File: config.mk
export PLATFORM = sky130hd
export DESIGN_NAME = cpu_mem_responder
export DESIGN_NICKNAME = d
export VERILOG_FILES = /design/src/rtl/cpu_mem_responder.sv
export SDC_FILE = /design/constraint.sdc
export NUM_CORES = 1
export LEC_CHECK = 0
export BUFFER_PORTS_ARGS = -buffer_cell sky130_fd_sc_hd__buf_2
export CORE_ASPECT_RATIO = 0.9
export CORE_MARGIN = 2
export CORE_UTILIZATION = 40
export CTS_BUF_LIST = sky130_fd_sc_hd__clkbuf_8
export DETAILED_ROUTE_END_ITERATION = 10
export PLACE_DENSITY = 0.66
export SETUP_SLACK_MARGIN = 0.1
export SLEW_MARGIN = 0
export SYNTH_ARGS = -nofsm -noshare
export SYNTH_HDL_FRONTEND = slang
export SYNTH_SLANG_ARGS = --single-unit
export TNS_END_PERCENT = 50
File: constraint.sdc
create_clock -name clk -period 2.95 [get_ports clk]
set_clock_uncertainty 0.1 [all_clocks]
set_input_delay 0.59 -clock clk [delete_from_list [all_inputs] [get_ports clk]]
set_output_delay 0.59 -clock clk [all_outputs]
set_load 0.005 [all_outputs]
File: src/rtl/cpu_mem_responder.sv
// CPU-port responder: turns pipeline read/write requests into word-wide physical-memory
// handshakes, doing read-modify-write for partial-word stores.
module cpu_mem_responder (
  input  logic        clk,
  input  logic        rst_n,
  input  logic        read,
  input  logic        write,
  input  logic [31:0] address,
  input  logic [3:0]  byte_enable,
  input  logic [31:0] wdata,
  input  logic        stall,
  output logic        resp,
  output logic        ready,
  output logic [31:0] rdata,
  output logic        pmem_read,
  output logic        pmem_write,
  output logic [31:0] pmem_address,
  output logic [31:0] pmem_wdata,
  input  logic [31:0] pmem_rdata,
  input  logic        pmem_resp
);

  typedef enum logic [2:0] {
    IDLE   = 3'd0,
    RD     = 3'd1,
    RMW_RD = 3'd2,
    WR     = 3'd3,
    DONE   = 3'd4
  } state_t;

  state_t      state_reg, state_next;
  logic [29:0] addr_reg, addr_next;
  logic [3:0]  be_reg, be_next;
  logic [31:0] wdata_reg, wdata_next;
  logic [31:0] rbuf_reg, rbuf_next;
  logic        is_read_reg, is_read_next;
  logic [31:0] rdata_reg, rdata_next;
  logic        ready_reg, ready_next;
  logic        pmem_read_reg, pmem_write_reg;
  logic [31:0] merged_word;

  // Address is word-aligned; the byte offset bits carry no information.
  logic unused_addr_bits;
  assign unused_addr_bits = ^address[1:0];

  // Merge latched store lanes over the word just fetched from memory.
  genvar gi;
  generate
    for (gi = 0; gi < 4; gi++) begin : g_merge
      assign merged_word[8*gi +: 8] = be_reg[gi] ? wdata_reg[8*gi +: 8]
                                                 : pmem_rdata[8*gi +: 8];
    end
  endgenerate

  always_comb begin
    state_next   = state_reg;
    addr_next    = addr_reg;
    be_next      = be_reg;
    wdata_next   = wdata_reg;
    rbuf_next    = rbuf_reg;
    is_read_next = is_read_reg;
    rdata_next   = rdata_reg;
    ready_next   = ready_reg;
    unique case (state_reg)
      IDLE: begin
        if (write) begin
          is_read_next = 1'b0;
          if (byte_enable == 4'h0) begin
            state_next = DONE;
          end else begin
            addr_next  = address[31:2];
            wdata_next = wdata;
            if (byte_enable == 4'hF) begin
              state_next = WR;
            end else begin
              be_next    = byte_enable;
              state_next = RMW_RD;
            end
          end
        end else if (read) begin
          addr_next    = address[31:2];
          is_read_next = 1'b1;
          state_next   = RD;
        end
      end
      RD: begin
        if (pmem_resp) begin
          rbuf_next  = pmem_rdata;
          state_next = DONE;
        end
      end
      RMW_RD: begin
        if (pmem_resp) begin
          wdata_next = merged_word;
          state_next = WR;
        end
      end
      WR: begin
        if (pmem_resp) begin
          state_next = DONE;
        end
      end
      DONE: begin
        // Read data is published only when the CPU actually advances.
        if (!stall) begin
          state_next = IDLE;
          if (is_read_reg) begin
            rdata_next = rbuf_reg;
            ready_next = 1'b1;
          end
        end
      end
      default: state_next = IDLE;
    endcase
  end

  always_ff @(posedge clk or negedge rst_n) begin
    if (!rst_n) begin
      state_reg      <= IDLE;
      addr_reg       <= '0;
      be_reg         <= '0;
      wdata_reg      <= '0;
      rbuf_reg       <= '0;
      is_read_reg    <= 1'b0;
      rdata_reg      <= '0;
      ready_reg      <= 1'b0;
      pmem_read_reg  <= 1'b0;
      pmem_write_reg <= 1'b0;
    end else begin
      state_reg      <= state_next;
      addr_reg       <= addr_next;
      be_reg         <= be_next;
      wdata_reg      <= wdata_next;
      rbuf_reg       <= rbuf_next;
      is_read_reg    <= is_read_next;
      rdata_reg      <= rdata_next;
      ready_reg      <= ready_next;
      // Strobes follow the state being entered, so they drop on the resp edge.
      pmem_read_reg  <= (state_next == RD) || (state_next == RMW_RD);
      pmem_write_reg <= (state_next == WR);
    end
  end

  assign resp         = (state_reg == DONE) || ((state_reg == IDLE) && !read && !write);
  assign ready        = ready_reg;
  assign rdata        = rdata_reg;
  assign pmem_read    = pmem_read_reg;
  assign pmem_write   = pmem_write_reg;
  assign pmem_address = {addr_reg, 2'b00};
  assign pmem_wdata   = wdata_reg;

endmodule

; After elaboration in Yosys (flattened, before gate mapping)
; Cells that the tools add are included.
[word_totals]
reg_bits = 137
[op_classes]
n_eq_ne = 16
mux = 21
bitwise_logic = 3
reduce_logical = 20
[op_table]
columns = operator, count
row1 = $mux W32, 3
row2 = $mux W30, 3
row3 = $pmux W32 S2, 1
row4 = $mux W8, 4
row5 = $reduce_and A5 Y1, 4
row6 = $mux W3, 6
row7 = $ne A2 B2 Y1 const B, 8
row8 = $eq A3 B2 Y1 const B, 4
row9 = $pmux W3 S4, 1
row10 = $eq A3 B1 Y1 const B, 2
row11 = $reduce_and A3 Y1, 2
row12 = $eq A4 B4 Y1 const B, 1
row13 = $logic_not A4 Y1, 1
row14 = $reduce_and A2 Y1, 2
row15 = $reduce_and A4 Y1, 1
row16 = $reduce_bool A2 Y1, 2
row17 = $eq A3 B3 Y1 const B, 1
row18 = $logic_not A3 Y1, 1
row19 = $mux W1, 3
row20 = $not A1 Y1, 3
row21 = $logic_and A1 B1 Y1, 2
row22 = $logic_not A1 Y1, 2
row23 = $logic_or A1 B1 Y1, 2
row24 = $reduce_or A2 Y1, 1

; Depth between registers and ports, before layout
; Gate-level depths: netlist of the first run.
[depth]
word_depth = 7
ltp_mapped = 6
mapped_depth_nobuf = 4

; Least setup slack after synthesis of the first run
; Ideal clock, no wire load.
[synth_path]
kind = input to register
start = in byte_enable[0]
end = reg wdata_reg[24], in the netlist pmem_wdata[24]
setup_time_ns = 0.125
arrival_ns = 1.985
path_slack_ns = 0.741
stages = 5
n_path_buf = 1
path_cell_list = buf_6 -> or4_4 -> a21o_2 -> nand3_4 -> mux2_2
[synth_between]
elab_chain_cells = 3
[synth_lines]
columns = item, line
row1 = start: declaration, 9  ; input logic [3:0] byte_enable,
row2 = $logic_not A4 Y1, 68  ; if (byte_enable == 4'h0) begin
row3 = $ne A2 B2 Y1 (no source line), -
row4 = $reduce_and A5 Y1 (no source line), -
row5 = end signal: assignment, 133  ; wdata_reg <= wdata_next;
row6 = end: declaration, 34  ; logic [31:0] wdata_reg, wdata_next;
; No other way between the ends.
; A chain may end at the register's enable or synchronous reset.

; Final worst setup path of the first run
[layout_path]
start = reg state_reg[2]
end = reg addr_reg[9]
[layout_between]
elab_chain_cells = 2
[layout_lines]
columns = item, line
row1 = start: declaration, 31  ; state_t state_reg, state_next;
row2 = start signal: assignment, 130  ; state_reg <= state_next;
row3 = $logic_not A3 Y1, 64  ; unique case (state_reg)
row4 = $reduce_and A3 Y1 (no source line), -
row5 = end signal: assignment, 131  ; addr_reg <= addr_next;
row6 = end: declaration, 32  ; logic [29:0] addr_reg, addr_next;
; No other way between the ends.

==> results of run 1 <==
==> layout make-up <==
cell class,count,area [um2],share of cell area (%)
multi-input combinational,228,2281,30.76
timing repair buffer,210,1092,14.73
inverter,5,18.77,0.2531
tap,198,247.7,3.341
sequential,137,3428,46.23
clock buffer,17,234.0,3.155
clock inverter,15,113.9,1.535
==> worst max-delay path: cells and delay by family (launching register included) <==
kind | cells | cell delay, ns
DFF | 1 | 0.54
AOI/OAI and AO/OA | 1 | 0.54
and+or+nand+nor | 2 | 0.52
muxes | 1 | 0.35
==> stage by stage <==
step	util, %	setup WS (ns)
global route	50.95	0.6380
detailed placement	48.56	0.5839
finish	50.95	0.7614
floorplan	-	0.7408
global placement	48.56	0.6055
CTS	50.95	0.7711
==> power breakdown <==
group / internal, mW / total (mW) / leakage, nW / switching [mW]
Combinational: 1.85 / 3.12 / 1.79 / 1.27
Sequential: 2.82 / 3.32 / 1.66 / 0.500
Clock: 0.648 / 1.35 / 0.175 / 0.697
==> metal layers <==
layer  track usage, %  share of wire [%]  vias to the layer above
li1                 -                  -                     1799
met1            21.64                 45                     1941
met2            28.08                 48                      140
met3            6.130                6.0                        8
met4            4.755               0.91                        0
met5                0                  0                        -
==> cells in the final DEF (no fill, tap or decap), types with 3 or more instances in the layout <==
cell | synthesis | final
nor3_1 | 4 | 3
mux2_4 | 30 | 30
a21oi_1 | 15 | 15
mux2i_1 | 8 | 8
clkinvlp_4 | 0 | 5
mux2_2 | 112 | 112
inv_1 | 5 | 7
dfrtp_1 | 137 | 137
buf_2 | 10 | 200
buf_4 | 3 | 8
o22ai_1 | 4 | 4
clkbuf_8 | 0 | 17
nand3_4 | 3 | 3
a211oi_1 | 4 | 4
clkinv_2 | 0 | 6
nand2_1 | 8 | 8
nor2_1 | 16 | 16
o21ai_0 | 5 | 5
==> cells by family (layout without fill, tap and decap cells) <==
| logic type | Yosys count | count (layout) |
|---|---|---|
| DFF | 137 | 137 |
| and+or+nand+nor | 41 | 41 |
| buffers and inverters | 25 | 247 |
| other | 1 | 2 |
| AOI/OAI and AO/OA | 34 | 34 |
| xor gates and xnor gates | 1 | 1 |
| muxes | 150 | 150 |
==> worst paths after layout <==
kind / from / endpoint / slack [ns] / cells past startpoint
setup / recovery: state_reg[2] / addr_reg[9] / 0.76 / 4
hold / removal: rst_n / pmem_wdata[28] / 0.05 / 1
setup reg to reg: state_reg[2] / addr_reg[9] / 0.76 / 4
hold reg to reg: ready / ready / 0.40 / 1
max in group asynchronous: rst_n / addr_reg[9] / 1.87 / 2
min in group clk: address[2] / addr_reg[0] / 0.29 / 2
==> metrics.txt, run 1 <==
outcome complete, no violations; DRT antenna net count 0; period utilization 74.19%; Clock Latency Late Sink 0.43 ns; Layout Cells excl Fill 810; DP Cell Count 778; hold buffers post-CTS 0; initial DRC count 170; worst hold path type in2async; vias per cell 4.800; port bufs 201; Mapped Cells 389; fin crit period 2.189 ns; initial antenna violation count 0; H-tree depth 4; post-synthesis simple-gate area fraction 4.238%; main flop type after synthesis dfrtp_1; Overall Global Routing Usage 17.16%; DP Area 0.007068 mm2; Die Span Y 119.0 um; Worst-Margin Slew 0.6141 ns; f_max 456.9 MHz; gpl congestion 0.7869; layout cells sized above 1 64.05%; ys async rst share 100.0%; I/O Pins 206; largest net degree at the start of global routing 67; max-slew violation count 0; Worst slew margin 59.06%; vias after detailed routing 3888; Finished Cell Area 0.007416 mm2; Num CTS Buffers 17; crit start category flop; drt pass-1 iters 6; Die ar. 0.01568 mm2; area delta synth->final 26.21%; CTS Sinks 137; Setup Buffers After CTS 0; VDD IR max 429.2 uV; Pwr Total 7.781 mW; # fillers 1312; FF+latch count, synth 137; Yosys top cell area share 58.35%; Fin Hold WS 0.04945 ns; drt drc 0; DPL Wire Length 9175 um; crit path cell chain nor3_1 > nor2b_1 > o21a_4 > mux2_4; leading area contributor after synthesis dfrtp_1; Worst EP arrival 2.40 ns; post-synthesis cell type count 34; most common cell in the netlist dfrtp_1; max cap viols 0; cell area after synthesis 0.005876 mm2; unrepaired setup endpoints after global routing false; synth warn 0; Hold Vio Cnt, Final 0; Post-Synth Adder-Cell Area 0%; CP max FO 30; EDFF count, synth 0; CP max stage delay 0.54 ns; vias in the first global route 4096; Finish-stage setup viols 0; LEAKAGE 3.626 nW; Site Rows 42; crit path kind reg2reg; Final #Nets 705; register area share after synthesis 58.35%; largest family of logic cells by synthesized area multiplexers; starting density of the core 40.36%; setup tns final 0 ns; Slowest cell on crit path dfrtp_1; clk root buf clkbuf_8; Worst Path Required 3.16 ns; CTS tree done; multiplexer share of the synthesized area 30.49%; Setup crit end kind flop; first-pass GRT wire length 20960 um; Post-Synth XOR/XNOR Area 0.1491%; final wirelength 12740 um; Syn Area/Cell 15.10 um2; Die X 131.8 um; post-cts sizing count 0; Max Root-Sink Buffers 2; GR Overflow Total 0; most frequent cells after synthesis dfrtp_1, mux2_2, mux2_4; PD cells 1049 mW/mm2; Synth Area in Compound Gates 3.620%; CTS clk-pin slew, worst paths 0.08 ns; core box area 0.01456 mm2; diode count 0; Area contributors post-synth dfrtp_1, mux2_2, mux2_4; Routed WL per cell 15.73 um
No activity file was read; power rests on OpenSTA's default activity.
==> run 2: changes to the inputs <==
PLACE_DENSITY = 0.69   (was 0.66)
clock period = 1.75 ns   (was 2.95 ns; I/O delays follow)
==> metrics.txt, run 2 (synthesized netlist as in run 1, its figures left out) <==
gpl congestion 0.8004; Clock Latency Late Sink 0.43 ns; CP max FO 10; Routed WL per cell 17.80 um; clk root buf clkbuf_8; layout cells sized above 1 68.61%; drt drc 0; Num CTS Buffers 17; Die Span Y 119.0 um; outcome complete, but fails checks; Hold Vio Cnt, Final 0; largest net degree at the start of global routing 44; CTS tree done; VDD IR max 888.9 uV; Final Util 56.91%; period utilization 106.6%; DP Area 0.007249 mm2; first-pass GRT wire length 23740 um; max-slew violation count 0; CP max stage delay 0.40 ns; Fin Hold WS 0.04139 ns; drt pass-1 iters 4; GR Overflow Total 0; area delta synth->final 40.99%; CTS clk-pin slew, worst paths 0.08 ns; f_max 536.1 MHz; PD cells 1853 mW/mm2; worst hold path type in2reg; crit start category flop; DP Cell Count 798; LEAKAGE 4.098 nW; H-tree depth 4; Site Rows 42; failing checks setup timing; fin crit period 1.865 ns; multi-input logic area 0.002567 mm2; Worst EP arrival 2.09 ns; Finish-stage setup viols 62; Max Root-Sink Buffers 2; Setup crit end kind flop; CTS Sinks 137; initial antenna violation count 0; DPL Wire Length 9872 um; Reg area 0.003428 mm2; crit path cell chain buf_6 > nor3b_4 > buf_6 > buf_8 > mux2_4 > mux2_4; setup ws final -0.1154 ns; vias per cell 4.955; most common cell after layout, fill and taps aside buf_2; initial DRC count 141; # fillers 1210; starting density of the core 40.36%; final wirelength 15150 um; unrepaired setup endpoints after global routing true; Slowest cell on crit path dfrtp_1; Overall Global Routing Usage 19.62%; Worst Path Required 1.97 ns; most frequent cells in the layout buf_2, dfrtp_1, mux2_4, mux2_2, buf_4; diode count 0; vias in the first global route 4545; I/O Pins 206; Die ar. 0.01568 mm2; crit path kind reg2reg; vias after detailed routing 4217; max cap viols 0; core box area 0.01456 mm2; Layout Cells excl Fill 851; Finished Cell Area 0.008284 mm2; DRT antenna net count 0; Die X 131.8 um; port bufs 201; Final #Nets 746; Pwr Total 15.35 mW
## run 2: area by class of cell
| type | instances | share of cell area, % |
|---|---|---|
| Multi-Input combinational cell | 230 | 30.99 |
| Tap cell | 198 | 2.990 |
| Clock inverter | 15 | 2.598 |
| Sequential cell | 137 | 41.38 |
| Inverter | 5 | 0.2266 |
| Clock buffer | 17 | 2.824 |
| Timing Repair Buffer | 249 | 18.99 |
## run 2: routing by layer
| metal | track usage [%] | part of all wire [%] | up-vias | routed length (um) |
|---|---|---|---|---|
| met3 | 6.513 | 6.2 | 16 | 938 |
| met1 | 23.38 | 43 | 2121 | 6497 |
| met2 | 33.31 | 49 | 175 | 7471 |
| met4 | 6.997 | 1.6 | 0 | 238 |
| li1 | - | - | 1905 | - |
| met5 | 0 | 0 | - | 0 |
## run 2: report_power, final
group | switching (mW) | internal [mW] | total (mW)
Clock | 1.32 | 1.59 | 2.91
Combinational | 2.69 | 4.17 | 6.86
Sequential | 0.833 | 4.75 | 5.58
## run 2: final timing paths
kind                               from  slack, ns        endpoint  cells past startpoint
hold / removal              address[29]       0.04    addr_reg[27]                      2
hold reg to reg                   ready       0.39           ready                      1
setup / recovery           state_reg[2]      -0.12  pmem_wdata[15]                      6
setup reg to reg           state_reg[2]      -0.12  pmem_wdata[15]                      6
max in group asynchronous         rst_n       0.72    addr_reg[19]                      3
min in group asynchronous         rst_n       0.27       rdata[24]                      2
## run 2: per-stage QoR
stage | TNS, ns | setup slack (ns)
2_1_floorplan | -8.638 | -0.1623
3_3_place_gp | -14.87 | -0.2699
3_5_place_dp | -16.64 | -0.3105
4_1_cts | -2.121 | -0.07918
5_1_grt | -9.850 | -0.1727
6_report | -3.562 | -0.1154
## run 2: worst max-delay path, delay by kind of cell (launching register included)
family                 cells  cell delay (ns)
AND/OR/NAND/NOR            1             0.19
flip-flops                 1             0.40
multiplexers               2             0.59
buffers and inverters      3             0.47
## run 2: timing repair
action / 4_1_cts / 5_1_grt
buffers inserted: 12 / 3
hold endpoints to repair: 33 / 0
cloned: 3 / 2
hold buffers: 1 / 0
pin swaps: 7 / 4
resized for setup: 53 / 38
setup endpoints to repair: 127 / 132
==> run 3: changes to the inputs <==
ABC_AREA = 1   (was default)
==> metrics.txt, run 3 <==
reg2reg start state_reg[0]; crit start category flop; diode count 0; Die X 133.2 um; FF+latch count, synth 137; Worst EP arrival 1.47 ns; first-pass GRT wire length 25650 um; DRT antenna net count 0; Syn Area/Cell 8.681 um2; Sw Ratio 38.03%; failing checks setup timing; unrepaired setup endpoints after global routing true; CP max FO 4; setup tns final -0.1671 ns; most frequent cells in the layout nand2_1, buf_2, dfrtp_1; Worst slew margin 58.47%; final wirelength 17110 um; fin crit period 1.917 ns; DP Cell Count 1089; Clk pwr share 21.2%; Psw 5.627 mW; Hold Vio Cnt, Final 0; I/O Pins 206; Layout Cells excl Fill 1141; drt pass-1 iters 5; Finish-stage setup viols 1; Reg power frac 36.4%; LEAKAGE 4.637 nW; vias per cell 4.747; outcome complete, but fails checks; Worst-Margin Slew 0.6206 ns; initial DRC count 288; part of the power in combinational logic 42.4%; GR Overflow Total 0; PD cells 1794 mW/mm2; Area contributors post-synth dfrtp_1, nand2_1, inv_1; initial antenna violation count 0; CTS clk-pin slew, worst paths 0.08 ns; Hold Startpoint address[2]; synth warn 0; Setup crit end kind primary output; Clock Latency Late Sink 0.45 ns; drt drc 0; most frequent cells after synthesis nand2_1, dfrtp_1, inv_1; max-slew violation count 0; cell area after synthesis 0.006007 mm2; Worst Path Required 1.30 ns; CTS tree done; port bufs 201; Mapped Cells 692; H-tree depth 4; DPL Wire Length 11370 um; Final #Nets 1036; gpl congestion 0.7930; Site Rows 42; vias in the first global route 5107; most common cell in the netlist nand2_1; vias after detailed routing 5416; Num CTS Buffers 17; max cap viols 0; VDD IR max 946.1 uV; CP Launch Point state_reg[0]; leading area contributor after synthesis dfrtp_1; Yosys top cell area share 57.07%; Reg2Reg Setup Slack 0.13 ns; post-synthesis cell type count 26; pre-CTS setup slack -0.2451 ns; most common cell after layout, fill and taps aside nand2_1; main flop type after synthesis dfrtp_1; EDFF count, synth 0; crit path kind reg2out; register area share after synthesis 57.07%; starting density of the core 40.82%; Overall Global Routing Usage 20.64%; setup ws final -0.1671 ns; Die ar. 0.01602 mm2; worst hold path type in2reg; period utilization 109.5%; CTS Sinks 137; Max Root-Sink Buffers 2; largest net degree at the start of global routing 47; ys async rst share 100.0%; P_int 9.169 mW; core box area 0.01471 mm2; # fillers 1368; Die Span Y 120.3 um; Routed WL per cell 15.00 um; f_max 521.6 MHz; area delta synth->final 37.26%; layout cells sized above 1 35.10%; clk root buf clkbuf_8
[run 3: cell types whose count changed after synthesis, moves of 30 or more]
cell / delta
nand2_1: +210
mux2_4: -30
mux2_2: -112
o21ai_0: +49
inv_1: +70
nand3_1: +43
[run 3: power by group through the flow]
stage | logic [mW] | clock network, mW | registers (mW)
2_1_floorplan | 3.21 | 0 | 5.45
3_3_place_gp | 5.64 | 0 | 5.39
3_5_place_dp | 5.80 | 0 | 5.41
4_1_cts | 5.94 | 3.20 | 5.37
5_1_grt | 7.09 | 3.35 | 5.55
6_report | 6.27 | 3.13 | 5.39
[run 3: repair_timing]
| item | 4_1_cts | 5_1_grt |
|---|---|---|
| buffers inserted | 3 | 5 |
| pin swaps | 1 | 5 |
| gates resized for setup | 7 | 41 |
| cloned | 0 | 10 |
| endpoints found under the setup margin | 33 | 107 |
| endpoints found under the hold margin | 42 | 0 |
| hold buffers | 2 | 0 |
[run 3: cells by family after synthesis]
kind of cell | Yosys count | synth area share [%]
flops | 137 | 57.07
other cells | 1 | 0.06243
compound gates | 105 | 10.04
simple gates | 335 | 23.95
buf+inv | 114 | 8.873
[run 3: worst paths after layout]
kind | to | depth (start not counted)
worst max-delay path | resp | 7
worst min-delay path | addr_reg[0] | 3
worst max register to register | rbuf_reg[8] | 8
worst min register to register | ready | 2
max in group asynchronous | state_reg[2] | 3
min in group asynchronous | rbuf_reg[21] | 2
[run 3: cell type report]
| cell class | instances | area [um2] | area share (%) |
|---|---|---|---|
| inverter | 78 | 300.3 | 3.642 |
| timing repair buffer | 251 | 1607 | 19.48 |
| tap | 198 | 247.7 | 3.005 |
| clock inverter | 15 | 247.7 | 3.005 |
| sequential | 137 | 3430 | 41.59 |
| clock buffer | 17 | 234.0 | 2.838 |
| multi-input combinational | 445 | 2180 | 26.43 |
[run 3: stage by stage]
stage	power (mW)	util, %	instance area [um2]	hold slack (ns)
floorplan	8.663	-	6011	-0.04559
global placement	11.03	50.11	7373	0.2243
detailed placement	11.20	50.11	7373	0.2312
CTS	14.51	53.91	7933	0.003367
global route	15.98	56.04	8245	0.01421
finish	14.80	56.04	8245	0.02896
[run 3: worst max-delay path, cell delays in order, from the launching register on]
cell and delay [ns]:
dfrtp_1 0.42, nor2_2 0.13, nand2_2 0.08, buf_6 0.12
inv_4 0.06, nand2_2 0.04, nand2_2 0.07, buf_6 0.09
[run 3: metal layers]
layer | track usage, % | wire length, um
met5 | 0 | 0
met2 | 31.38 | 7849
met3 | 6.122 | 1347
met1 | 28.67 | 7677
met4 | 6.516 | 240
